===== src/rtl/fb_write_arbiter.sv =====
// fb_write_arbiter: round-robin collector of engine pixel results onto the
// single framebuffer write port, with iteration-to-palette mapping and a
// per-frame pixel counter.
module fb_write_arbiter #(
   parameter int NUM_ENGINES = 4,
   parameter int ADDR_BITS   = 20,
   parameter int ITER_BITS   = 16,
   parameter int DATA_BITS   = 4,
   parameter int PIXELS      = 1024*768
) (
   input  logic                             clk_calc,
   input  logic                             reset,
   input  logic                             frame_start,
   input  logic [ITER_BITS-1:0]             max_iter,
   input  logic [NUM_ENGINES-1:0]           eng_valid,
   output logic [NUM_ENGINES-1:0]           eng_ready,
   input  logic [NUM_ENGINES*ADDR_BITS-1:0] eng_addr,
   input  logic [NUM_ENGINES*ITER_BITS-1:0] eng_iter,
   output logic                             write_en,
   output logic [ADDR_BITS-1:0]             write_addr,
   output logic [DATA_BITS-1:0]             write_data,
   output logic [ADDR_BITS-1:0]             pixel_count,
   output logic                             frame_done
);

   localparam int PTR_W = (NUM_ENGINES > 1) ? $clog2(NUM_ENGINES) : 1;

   logic [PTR_W-1:0]     ptr;
   logic [PTR_W-1:0]     grant_idx;
   logic                 grant;
   logic [ADDR_BITS-1:0] sel_addr;
   logic [ITER_BITS-1:0] sel_iter;
   logic [ITER_BITS-1:0] iter_mod;
   logic [DATA_BITS-1:0] palette;
   logic [ADDR_BITS-1:0] cnt_base;
   logic [ADDR_BITS-1:0] cnt_inc;

   // Round-robin search starting at ptr; held off entirely during reset so
   // nothing is accepted while the block is being cleared.
   always_comb begin
      int idx;
      grant     = 1'b0;
      grant_idx = '0;
      eng_ready = '0;
      idx       = 0;
      if (!reset) begin
         for (int k = 0; k < NUM_ENGINES; k++) begin
            idx = (int'(ptr) + k) % NUM_ENGINES;
            if (!grant && eng_valid[idx]) begin
               grant     = 1'b1;
               grant_idx = PTR_W'(idx);
            end
         end
      end
      if (grant) eng_ready[grant_idx] = 1'b1;
   end

   // Select the granted engine's payload and map its iteration count to a
   // palette index; the mod is taken at full width before truncation.
   always_comb begin
      sel_addr = eng_addr[grant_idx*ADDR_BITS +: ADDR_BITS];
      sel_iter = eng_iter[grant_idx*ITER_BITS +: ITER_BITS];
      iter_mod = sel_iter % ITER_BITS'(15);
      if (sel_iter >= max_iter) palette = '0;
      else                      palette = DATA_BITS'(iter_mod + ITER_BITS'(1));
   end

   // frame_start clears the count first so a coinciding transfer becomes
   // pixel 1 of the new frame.
   always_comb begin
      cnt_base = frame_start ? '0 : pixel_count;
      cnt_inc  = cnt_base + ADDR_BITS'(1);
   end

   // Registered write port, pointer advance and frame accounting.
   always_ff @(posedge clk_calc) begin
      if (reset) begin
         ptr         <= '0;
         write_en    <= 1'b0;
         write_addr  <= '0;
         write_data  <= '0;
         pixel_count <= '0;
         frame_done  <= 1'b0;
      end else begin
         write_en   <= grant;
         frame_done <= 1'b0;
         if (grant) begin
            write_addr <= sel_addr;
            write_data <= palette;
            ptr        <= (int'(grant_idx) == NUM_ENGINES-1) ? '0 : grant_idx + PTR_W'(1);
            if (cnt_inc == ADDR_BITS'(PIXELS)) begin
               pixel_count <= '0;
               frame_done  <= 1'b1;
            end else begin
               pixel_count <= cnt_inc;
            end
         end else begin
            pixel_count <= cnt_base;
         end
      end
   end

endmodule


===== config.mk =====
export PLATFORM = sky130hd
export DESIGN_NAME = fb_write_arbiter
export DESIGN_NICKNAME = d
export VERILOG_FILES = /design/src/rtl/fb_write_arbiter.sv
export SDC_FILE = /design/constraint.sdc
export NUM_CORES = 1
export LEC_CHECK = 0
export ABC_AREA = 1
export BUFFER_PORTS_ARGS = -buffer_cell sky130_fd_sc_hd__clkbuf_2
export CAP_MARGIN = 10
export CORE_MARGIN = 1.5
export CORE_UTILIZATION = 50
export CTS_CLUSTER_SIZE = 16
export DETAILED_ROUTE_END_ITERATION = 6
export MAX_ROUTING_LAYER = met4
export PLACE_DENSITY = 0.86
export SYNTH_ARGS = -nofsm -noshare
export SYNTH_HDL_FRONTEND = slang
export SYNTH_SLANG_ARGS = --single-unit

===== constraint.sdc =====
create_clock -name clk_calc -period 7.94 [get_ports clk_calc]
set_clock_uncertainty 0.05 [all_clocks]
set_input_delay 0.397 -clock clk_calc [delete_from_list [all_inputs] [get_ports clk_calc]]
set_output_delay 0.397 -clock clk_calc [all_outputs]
set_load 0.01 [all_outputs]

==> reports/summary.log, run 1 <==
[die] starting density of the core 0.522
[place] count of port buffers added during placement 216
[synth] prevailing post-synth register cell dfxtp_1
[sta] fin crit period 7.77 ns
[worst_setup_path] Critical Path Max Stage Delay 0.38 ns
[synth] total nets after synthesis 1139
[clock_tree] Clk pin slew, worst setup/hold paths 0.09 ns
[outcome] result of the run finished clean
[worst_setup_path] Worst Path Max Fanout 7
[route] final wirelength 17700 um
[clock_tree] root buffer selected by CTS clkbuf_8
[die] overall die area 11600 sq um
[hold_path] hold path endpoint write_addr[11]
[clock_tree] source-to-sink clock delay at the later pin of the worst-skew pair 0.30 ns
[die] die height 108 um
[die] FP Rows 37
[synth] most frequent cells after synthesis nand2_1 (259), inv_1 (112), nor2_1 (97)
[sta] share of the clock period used by the worst path after layout 0.978
[synth] number of enable flip-flop cells after synthesis 0
[global_routing] antenna violations before repair 0
[sta] transition at the pin with the smallest max-transition slack 0.922 ns
[final_layout] cell area after layout 7270 sq um
[worst_setup_path] critical path data required time 8.07 ns
[worst_setup_path] nature of the critical path endpoint register
[clock_tree] clock buffer depth 2
[synth] count of cell types in the netlist 51
[route] post-detailed-route count of antenna-violating nets 0
[worst_setup_path] origin of the critical flop-to-flop path ptr[0]
[clock_tree] depth of the CTS H-tree 2
[route] detailed-route vias per instance 5.42
[final_layout] final-stage net count 1357
[sta] FMAX 129 MHz
[route] Iter 0 DRT Violations 466
[sta] count of final hold-check violations 0
[sta] final hold slack 0.416 ns
[clock_tree] TritonCTS Sinks 48
[synth] main combinational cell family by area after synthesis simple AND/OR/NAND/NOR gates
[place] Final Wtd Congestion 0.936
[sta] Setup-failing EPs final 0
[synth] mux cell area share after synthesis 0
[run] max-cap violation count 0
[hold_path] hold path depth 5
[synth] post-synth top area cell nand2_1
[route] average wire length per cell after detail routing 13.6 um
[global_routing] largest net degree at the start of global routing 43
[global_routing] via count of the first global-routing pass 5779
[final_layout] final instance count without filler cells 1304
[synth] cell with the most instances after synthesis nand2_1
[worst_setup_path] critical path class register to register
[die] number of top-level pins 217
[die] Chip Width 108 um
[final_layout] Finished Core Util 0.695
[synth] top cell type's share of synthesized area 0.178
[sta] final slew viol count 0
[worst_setup_path] worst-case reg-to-reg path depth 65
[route] vias 7073
[synth] post-synthesis adder-cell area fraction 0.0504
[sta] max_slew headroom 0.385
[synth] top post-synthesis cells by area nand2_1 (18%), dfxtp_1 (18%), nand3_1 (8.5%)
[place] placement-stage cell area 6620 sq um
[synth] Synth warnings 0
[final_layout] number of inserted diodes 0
[synth] simple-gate portion of the synthesized area 0.447
[synth] area of the mapped netlist 5460 sq um
[worst_setup_path] R2R Path End write_data[3]
[worst_setup_path] Reg2Reg Setup Slack 0.17 ns
[synth] xor-xnor portion of the synthesized cell area 0.0351
[hold_path] hold path start eng_addr[71]
[route] drc violations 0
[worst_setup_path] dominant cell type by count on the critical path nand2_1
[global_routing] GRT Residual Overflow 0
[final_layout] Area growth, synth to finish 33.1%
[die] area of the core region 10500 sq um
[worst_setup_path] Max stage delay cell, worst path dfxtp_4
[global_routing] global-route usage over all layers 0.262
[synth] flip-flop and latch count after synthesis 48
[worst_setup_path] Worst Setup Start Kind register
[final_layout] share of final-layout standard cells stronger than drive strength 1 0.348
[synth] proportion of synthesized chip area in sequential cells 0.176
[synth] fraction of registers with async set or reset after synthesis 0
[global_routing] global-route wire length before repair 24600 um
[worst_setup_path] data arrival time of the worst path 7.89 ns
[synth] number of instances in the synthesized netlist 950
[synth] share of the synthesized area in compound gates (AO/OA/AOI/OAI) 0.168
[clock_tree] clock buffer count from CTS 5
[place] post-detailed-placement half-perimeter wirelength 12500 um
[place] number of cells in the design after placement 1275
[route] detailed-routing iteration count for the pre-antenna-repair pass 5
[synth] synthesized area divided by synthesized cell count 5.75 sq um
[hold_path] type of the worst min-delay path input port to register
[clock_tree] CTS tree yes
-- routing by layer --
| layer | vias to the layer above | track usage | wire, um |
|---|---|---|---|
| li1 | 3511 | - | - |
| met1 | 3178 | 0.312 | 7100 |
| met2 | 336 | 0.467 | 8890 |
| met3 | 48 | 0.0242 | 1210 |
| met4 | 0 | 0.0846 | 512 |
| met5 | - | - | 0 |
-- worst max-delay path by stage --
stage | to | startpoint | depth (start not counted) | slack (ns)
final | write_data[3] | ptr[0] | 65 | 0.17
after global placement | write_data[3] | ptr[0] | 62 | 0.28
after global routing | write_data[3] | ptr[0] | 69 | -0.37
after detailed placement | write_data[3] | ptr[0] | 62 | -0.04
after floorplan | write_data[3] | ptr[0] | 64 | 1.28
after CTS | write_data[3] | ptr[0] | 62 | 0.09
-- logic make-up (layout without fill, tap and decap cells) --
| logic type | after synthesis | in the layout |
|---|---|---|
| buf+inv | 166 | 384 |
| fa+ha+maj | 22 | 22 |
| simple gates | 540 | 540 |
| compound gates | 153 | 153 |
| xor+xnor | 21 | 21 |
| flops | 48 | 48 |
-- sequential cells by signal (all words and copies together) (netlist names) --
register / cells
write_data: 4
frame_done: 1
write_addr: 20
pixel_count: 20
write_en: 1
ptr: 2
-- critical path: cells and delay by family, from the launching register on --
family / cells / cell delay [ns]
buffers and inverters: 5 / 0.41
adder cells (fa/ha/maj): 2 / 0.35
AO/OA/AOI/OAI: 8 / 1.14
flip-flops: 1 / 0.38
AND/OR/NAND/NOR: 49 / 5.11
XOR/XNOR: 1 / 0.17
-- cell type report --
cell class | instances | area (sq um)
clock buffer | 5 | 68.8
clock inverter | 2 | 12.5
fill | 905 | 3190
inverter | 128 | 495
multi-input combinational | 736 | 4210
sequential | 48 | 968
tap | 136 | 170
timing repair buffer | 249 | 1340
-- stage by stage --
stage	worst slack, ns	TNS [ns]
2_1_floorplan	1.28	0
3_3_place_gp	0.285	0
3_5_place_dp	-0.0394	-0.0524
4_1_cts	0.0869	0
5_1_grt	-0.368	-1.13
6_report	0.174	0
-- layout by cell type (no fill, tap or decap), drive strengths merged, types with 4 or more instances in the layout --
master,netlist,routed
clkbuf,29,221
nor2,110,110
o21bai,6,6
nor3,14,14
dfxtp,48,48
inv,127,127
ha,22,22
nand3,99,99
nand4,9,9
or2,5,5
xor2,17,17
nand2,296,296
xnor2,4,4
a21oi,27,27
o21ai,74,74
buf,9,32
nand3b,4,4
a21o,4,4
a32oi,9,9
o22ai,20,20
-- repair_timing --
action | 4_1_cts | 5_1_grt
endpoints found under the setup margin | 3 | 4
setup buffers | 0 | 21
pin swaps | 0 | 41
resized for setup | 1 | 96
hold buffers | 0 | 0
cloned | 0 | 0
Power of run 1 is left out: the tool's default activity adds up to more than one toggle a clock period on the data nets, which glitch-free logic cannot reach.
==> run 2, diff against run 1 <==
Settings changed: MAX_ROUTING_LAYER met4 to default.
==> reports/summary.log, run 2 (same netlist as run 1, synthesis figures left out) <==
[outcome] result of the run finished clean [unchanged]
[worst_setup_path] Max stage delay cell, worst path dfxtp_4 [unchanged]
[clock_tree] CTS tree yes [unchanged]
[sta] transition at the pin with the smallest max-transition slack 0.925 ns [was 0.922 ns]
[clock_tree] clock buffer depth 2 [unchanged]
[die] overall die area 11600 sq um [unchanged]
[final_layout] registers with the highest flip-flop counts pixel_count (20), write_addr (20), write_data (4) [unchanged]
[final_layout] final instance count without filler cells 1304 [unchanged]
[route] Iter 0 DRT Violations 398 [was 466]
[route] detailed-route vias per instance 5.41 [was 5.42]
[clock_tree] Clk pin slew, worst setup/hold paths 0.10 ns [was 0.09 ns]
[worst_setup_path] total buffers and inverters traversed by the critical path 7 [was 5]
[worst_setup_path] nature of the critical path endpoint register [unchanged]
[clock_tree] depth of the CTS H-tree 2 [unchanged]
[worst_setup_path] dominant cell type by count on the critical path nand2_2 [was nand2_1]
[route] detailed-routing iteration count for the pre-antenna-repair pass 5 [unchanged]
[route] drc violations 0 [unchanged]
[global_routing] GRT Residual Overflow 0 [unchanged]
[die] Chip Width 108 um [unchanged]
[global_routing] largest net degree at the start of global routing 43 [unchanged]
[die] starting density of the core 0.522 [unchanged]
[sta] max_slew headroom 0.383 [was 0.385]
[final_layout] fill cell instance count of the final layout 905 [unchanged]
[die] area of the core region 10500 sq um [unchanged]
[global_routing] antenna violations before repair 0 [unchanged]
[die] die height 108 um [unchanged]
[sta] Setup-failing EPs final 0 [unchanged]
[clock_tree] TritonCTS Sinks 48 [unchanged]
[route] vias 7052 [was 7073]
[global_routing] via count of the first global-routing pass 5789 [was 5779]
[worst_setup_path] data arrival time of the worst path 7.91 ns [was 7.89 ns]
[final_layout] share of final-layout standard cells stronger than drive strength 1 0.348 [unchanged]
[place] post-detailed-placement half-perimeter wirelength 12500 um [unchanged]
[clock_tree] source-to-sink clock delay at the later pin of the worst-skew pair 0.30 ns [about the same]
[worst_setup_path] number of cells on the critical path 65 [unchanged]
[sta] count of final hold-check violations 0 [unchanged]
[worst_setup_path] Worst path top cell family by delay simple AND/OR/NAND/NOR gates [unchanged]
[die] number of top-level pins 217 [unchanged]
[clock_tree] root buffer selected by CTS clkbuf_8 [unchanged]
[run] max-cap violation count 0 [unchanged]
[final_layout] number of inserted diodes 0 [unchanged]
[route] final wirelength 17700 um [about the same]
[hold_path] type of the worst min-delay path input port to register [unchanged]
[route] average wire length per cell after detail routing 13.5 um [was 13.6 um]
[global_routing] global-route wire length before repair 24600 um [about the same]
[route] post-detailed-route count of antenna-violating nets 0 [unchanged]
[final_layout] most frequent standard cell in the layout excluding fill and tap cells nand2_1 [unchanged]
[worst_setup_path] Worst Path Max Fanout 7 [unchanged]
[worst_setup_path] critical path data required time 8.06 ns [was 8.07 ns]
[worst_setup_path] Worst Setup Start Kind register [unchanged]
[place] count of port buffers added during placement 216 [unchanged]
[sta] FMAX 128 MHz [was 129 MHz]
[die] FP Rows 37 [unchanged]
[worst_setup_path] critical path class register to register [unchanged]
[place] Final Wtd Congestion 0.920 [was 0.936]
[final_layout] Area growth, synth to finish 33.1% [unchanged]
[place] number of cells in the design after placement 1275 [unchanged]
[final_layout] commonest cells after routing, fill and taps aside nand2_1 (238), clkbuf_2 (216), inv_1 (111) [unchanged]
[clock_tree] Hold-fix buffers, CTS 0 [unchanged]
[hold_path] hold path depth 5 [unchanged]
[sta] final slew viol count 0 [unchanged]
[global_routing] global-route usage over all layers 0.255 [was 0.262]
[clock_tree] clock buffer count from CTS 5 [unchanged]
[sta] share of the clock period used by the worst path after layout 0.981 [was 0.978]
[final_layout] final-stage net count 1357 [unchanged]
[worst_setup_path] worst-case reg-to-reg path depth 65 [unchanged]
[sta] fin crit period 7.79 ns [was 7.77 ns]
[worst_setup_path] Critical Path Max Stage Delay 0.39 ns [was 0.38 ns]
-- run 2: cell counts in the layout (fill, tap and decap cells not counted) --
No cell type changed its count.
-- run 2: routing by layer --
layer / vias up / GRT usage / wire length [um]
met2: 325 / 0.468 / 8860
met5: - / 0 / 0
li1: 3512 / - / -
met1: 3167 / 0.307 / 7100
met4: 0 / 0.0846 / 507
met3: 48 / 0.0285 / 1190
-- run 2: path summary, 6_finish.rpt --
check / start / to / slack, ns
worst max-delay path: ptr[0] / write_data[3] / 0.15
worst min-delay path: eng_addr[69] / write_addr[9] / 0.42
worst max register to register: ptr[0] / write_data[3] / 0.15
worst min register to register: write_data[3] / write_data[3] / 0.42
-- run 2: per-stage QoR --
stage	hold WS (ns)	area [sq um]	util	setup slack, ns	TNS [ns]
after floorplan	0.439	5460	-	1.28	0
after global placement	0.402	6620	0.633	0.285	0
after detailed placement	0.410	6620	0.633	-0.0394	-0.0524
after CTS	0.405	6710	0.641	0.0869	0
after global routing	0.417	7270	0.695	-0.362	-1.11
final	0.419	7270	0.695	0.154	0
-- run 2: final cells by class --
class                           count  area (sq um)  area share
Inverter                          128           495      0.0682
Tap cell                          136           170      0.0234
Multi-Input combinational cell    736          4210       0.580
Clock inverter                      2          12.5     0.00172
Sequential cell                    48           968       0.133
Timing Repair Buffer              249          1340       0.184
Clock buffer                        5          68.8     0.00947
-- run 2: timing repair --
item,4_1_cts,5_1_grt
gates resized for setup,1,96
pin swaps,0,41
setup buffers,0,21
endpoints found under the setup margin,3,4
-- run 2: worst reg2reg max path: cells and delay by family (launching register included) --
family | cells | cell delay [ns]
AO/OA/AOI/OAI | 8 | 1.28
AND/OR/NAND/NOR | 47 | 4.80
adder cells (fa/ha/maj) | 2 | 0.35
XOR/XNOR | 1 | 0.17
flip-flops | 1 | 0.39
buffers and inverters | 7 | 0.61
Power of run 2 is left out for the same reason.
==> run 3, diff against run 2 <==
Settings changed: ABC_AREA 1 to default, CORE_UTILIZATION 50 to 55, PLACE_DENSITY 0.86 to 0.92.
Clock period 7.94 ns to 9.4 ns, I/O delays scaled along.
==> reports/summary.log, run 3 <==
[outcome] result of the run finished clean [unchanged]
[sta] Setup-failing EPs final 0 [unchanged]
[worst_setup_path] critical path data required time 9.55 ns [was 8.06 ns]
[die] overall die area 11200 sq um [was 11600 sq um]
[pwr] net switching component of the power 0.000986 W
[die] FP Rows 37 [unchanged]
[clock_tree] Clk pin slew, worst setup/hold paths 0.11 ns [was 0.10 ns]
[global_routing] largest net degree at the start of global routing 55 [was 43]
[sta] FMAX 115 MHz [was 128 MHz]
[sta] RSZ-0062 raised after global routing no
[final_layout] registers with the highest flip-flop counts pixel_count (20), write_addr (20), write_data (4) [unchanged]
[synth] total nets after synthesis 1036 [was 1139]
[hold_path] type of the worst min-delay path register to register [was input port to register]
[pwr] combinational power share 0.781
[final_layout] most frequent standard cell in the layout excluding fill and tap cells clkbuf_2 [was nand2_1]
[route] drc violations 0 [unchanged]
[synth] fraction of registers with async set or reset after synthesis 0 [unchanged]
[clock_tree] Hold-fix buffers, CTS 0 [unchanged]
[synth] flip-flop and latch count after synthesis 48 [unchanged]
[worst_setup_path] Max stage delay cell, worst path mux4_2 [was dfxtp_4]
[die] Chip Width 106 um [was 108 um]
[synth] most frequent cells after synthesis nand2_1 (171), nor2_1 (74), a21oi_1 (54) [was nand2_1 (259), inv_1 (112), nor2_1 (97)]
[pwr] maximum ir drop on the vdd rail 0.165 mV
[place] placement-stage cell area 6980 sq um [was 6620 sq um]
[worst_setup_path] worst-case reg-to-reg path depth 30 [was 65]
[pwr] Leakage Power 3.35 nW
[sta] count of final hold-check violations 0 [unchanged]
[route] final wirelength 17600 um [was 17700 um]
[sta] final setup margin 0.710 ns [was 0.154 ns]
[final_layout] final-stage net count 1229 [was 1357]
[place] post-detailed-placement half-perimeter wirelength 13600 um [was 12500 um]
[synth] top cell type's share of synthesized area 0.165 [was 0.178]
[worst_setup_path] critical path class register to register [unchanged]
[synth] area of the mapped netlist 5820 sq um [was 5460 sq um]
[sta] fin crit period 8.69 ns [was 7.79 ns]
[worst_setup_path] Critical Path Max Stage Delay 0.68 ns [was 0.39 ns]
[worst_setup_path] nature of the critical path endpoint register [unchanged]
[die] area of the core region 10300 sq um [was 10500 sq um]
[worst_setup_path] Worst Path Max Fanout 21 [was 7]
[final_layout] number of inserted diodes 0 [unchanged]
[route] post-detailed-route count of antenna-violating nets 0 [unchanged]
[sta] Setup Total Neg Slack 0 ns [unchanged]
[global_routing] global-route wire length before repair 28700 um [was 24600 um]
[global_routing] via count of the first global-routing pass 6306 [was 5789]
[synth] count of cell types in the netlist 90 [was 51]
[place] count of port buffers added during placement 216 [unchanged]
[worst_setup_path] Worst Setup Start Kind register [unchanged]
[pwr] power per cell area 269 nW/um^2
[place] setup slack after placement 0.381 ns [was -0.0394 ns]
[synth] top post-synthesis cells by area dfxtp_1 (17%), nand2_1 (11%), nor2_1 (4.8%) [was nand2_1 (18%), dfxtp_1 (18%), nand3_1 (8.5%)]
[worst_setup_path] crit path launch ptr[1] [was ptr[0]]
[route] detailed-route vias per instance 5.93 [was 5.41]
[synth] Synth warnings 0 [unchanged]
[clock_tree] TritonCTS Sinks 48 [unchanged]
[pwr] register share of total power 0.124
[die] die height 106 um [was 108 um]
[synth] prevailing post-synth register cell dfxtp_1 [unchanged]
[die] number of top-level pins 217 [unchanged]
[clock_tree] depth of the CTS H-tree 2 [unchanged]
[route] vias 6984 [was 7052]
[clock_tree] source-to-sink clock delay at the later pin of the worst-skew pair 0.31 ns [was 0.30 ns]
[final_layout] commonest cells after routing, fill and taps aside clkbuf_2 (216), nand2_1 (171), nor2_1 (74) [was nand2_1 (238), clkbuf_2 (216), inv_1 (111)]
[clock_tree] root buffer selected by CTS clkbuf_8 [unchanged]
[final_layout] cell area after layout 7140 sq um [was 7270 sq um]
[synth] proportion of synthesized chip area in sequential cells 0.165 [was 0.176]
[place] Final Wtd Congestion 0.972 [was 0.920]
[pwr] fraction of power spent switching nets 0.513
[hold_path] hold path start write_addr[6] [was eng_addr[69]]
[synth] number of instances in the synthesized netlist 847 [was 950]
[final_layout] share of final-layout standard cells stronger than drive strength 1 0.286 [was 0.348]
[hold_path] hold path depth 2 [was 5]
[run] max-cap violation count 0 [unchanged]
[clock_tree] clock buffer count from CTS 5 [unchanged]
[worst_setup_path] origin of the critical flop-to-flop path ptr[1] [was ptr[0]]
[clock_tree] # Post-CTS Setup Buffers 0 [unchanged]
[synth] cell with the most instances after synthesis nand2_1 [unchanged]
[synth] number of enable flip-flop cells after synthesis 0 [unchanged]
[pwr] internal power consumption 0.000935 W
[sta] max_slew headroom 0.608 [was 0.383]
[sta] share of the clock period used by the worst path after layout 0.924 [was 0.981]
[global_routing] GRT Residual Overflow 0 [unchanged]
[route] Iter 0 DRT Violations 461 [was 398]
[global_routing] antenna violations before repair 0 [unchanged]
[route] average wire length per cell after detail routing 15.0 um [was 13.5 um]
[synth] synthesized area divided by synthesized cell count 6.87 sq um [was 5.75 sq um]
[die] starting density of the core 0.567 [was 0.522]
[route] detailed-routing iteration count for the pre-antenna-repair pass 7 [was 5]
[sta] transition at the pin with the smallest max-transition slack 0.586 ns [was 0.925 ns]
[final_layout] Area growth, synth to finish 22.6% [was 33.1%]
[sta] final slew viol count 0 [unchanged]
[clock_tree] clock buffer depth 2 [unchanged]
[clock_tree] CTS-repair resized insts 0 [was 1]
[synth] post-synth top area cell dfxtp_1 [was nand2_1]
[clock_tree] CTS tree yes [unchanged]
[pwr] clock share of power 0.095
[worst_setup_path] data arrival time of the worst path 8.84 ns [was 7.91 ns]
[global_routing] global-route usage over all layers 0.303 [was 0.255]
[run 3: cell types whose count changed in the layout (fill, tap and decap cells not counted), moves of 29 or more]
| cell | before | now |
|---|---|---|
| o21ai_0 | 52 | 17 |
| and3_1 | 0 | 30 |
| a21oi_1 | 25 | 54 |
| nand2_2 | 43 | 0 |
| inv_1 | 111 | 43 |
| nand2_1 | 238 | 171 |
| nand3_1 | 77 | 42 |
[run 3: metrics by stage]
step | hold slack (ns) | util | cells | total power (W)
2_1_floorplan | 0.433 | - | 847 | 0.00141
6_report | 0.447 | 0.695 | 1177 | 0.00192
3_5_place_dp | 0.428 | 0.679 | 1169 | 0.00170
3_3_place_gp | 0.416 | 0.679 | 1169 | 0.00167
5_1_grt | 0.476 | 0.695 | 1177 | 0.00207
4_1_cts | 0.451 | 0.692 | 1177 | 0.00188
[run 3: cells by family (layout without fill, tap and decap cells)]
logic type,after synthesis,count (layout),synth area share
and+or+nand+nor,419,419,0.343
AOI/OAI and AO/OA,224,224,0.295
buffers and inverters,88,282,0.0591
DFF,48,48,0.165
adders and majority gates,25,25,0.0529
xor gates and xnor gates,24,24,0.0374
muxes,19,19,0.0475
[run 3: worst paths after layout]
path              slack (ns)       endpoint
setup / recovery        0.71  write_data[3]
hold / removal          0.45  write_addr[6]
setup reg to reg        0.71  write_data[3]
hold reg to reg         0.45  write_addr[6]
[run 3: layout make-up]
class | count | area (sq um)
clock inverters | 3 | 68.8
well taps | 136 | 170
clock buffers | 5 | 68.8
inverters | 50 | 188
multi-input cells | 711 | 4540
repair buffers | 224 | 1140
fillers | 912 | 3140
flip-flops and latches | 48 | 961
[run 3: power by group through the flow]
stage                     clock network [W]  registers [W]  logic [W]
final                              0.000183       0.000238    0.00150
after global routing               0.000190       0.000239    0.00164
after global placement                    0       0.000242    0.00143
after CTS                          0.000184       0.000238    0.00146
after detailed placement                  0       0.000242    0.00145
after floorplan                           0       0.000246    0.00116
[run 3: critical path, delay by kind of cell, from the launching register on]
family / cells / cell delay (ns)
and+or+nand+nor: 9 / 2.38
AOI/OAI and AO/OA: 14 / 3.48
adders and majority gates: 3 / 0.87
DFF: 1 / 0.38
buffers and inverters: 2 / 0.39
muxes: 2 / 1.02
[run 3: layer usage]
layer | up-vias | track usage | share of wire
met5 | - | 0 | 0
met2 | 318 | 0.564 | 0.50
met3 | 21 | 0.0294 | 0.073
met1 | 3186 | 0.373 | 0.41
met4 | 0 | 0.0743 | 0.014
li1 | 3459 | - | -
(Power assumes the default switching activity.)
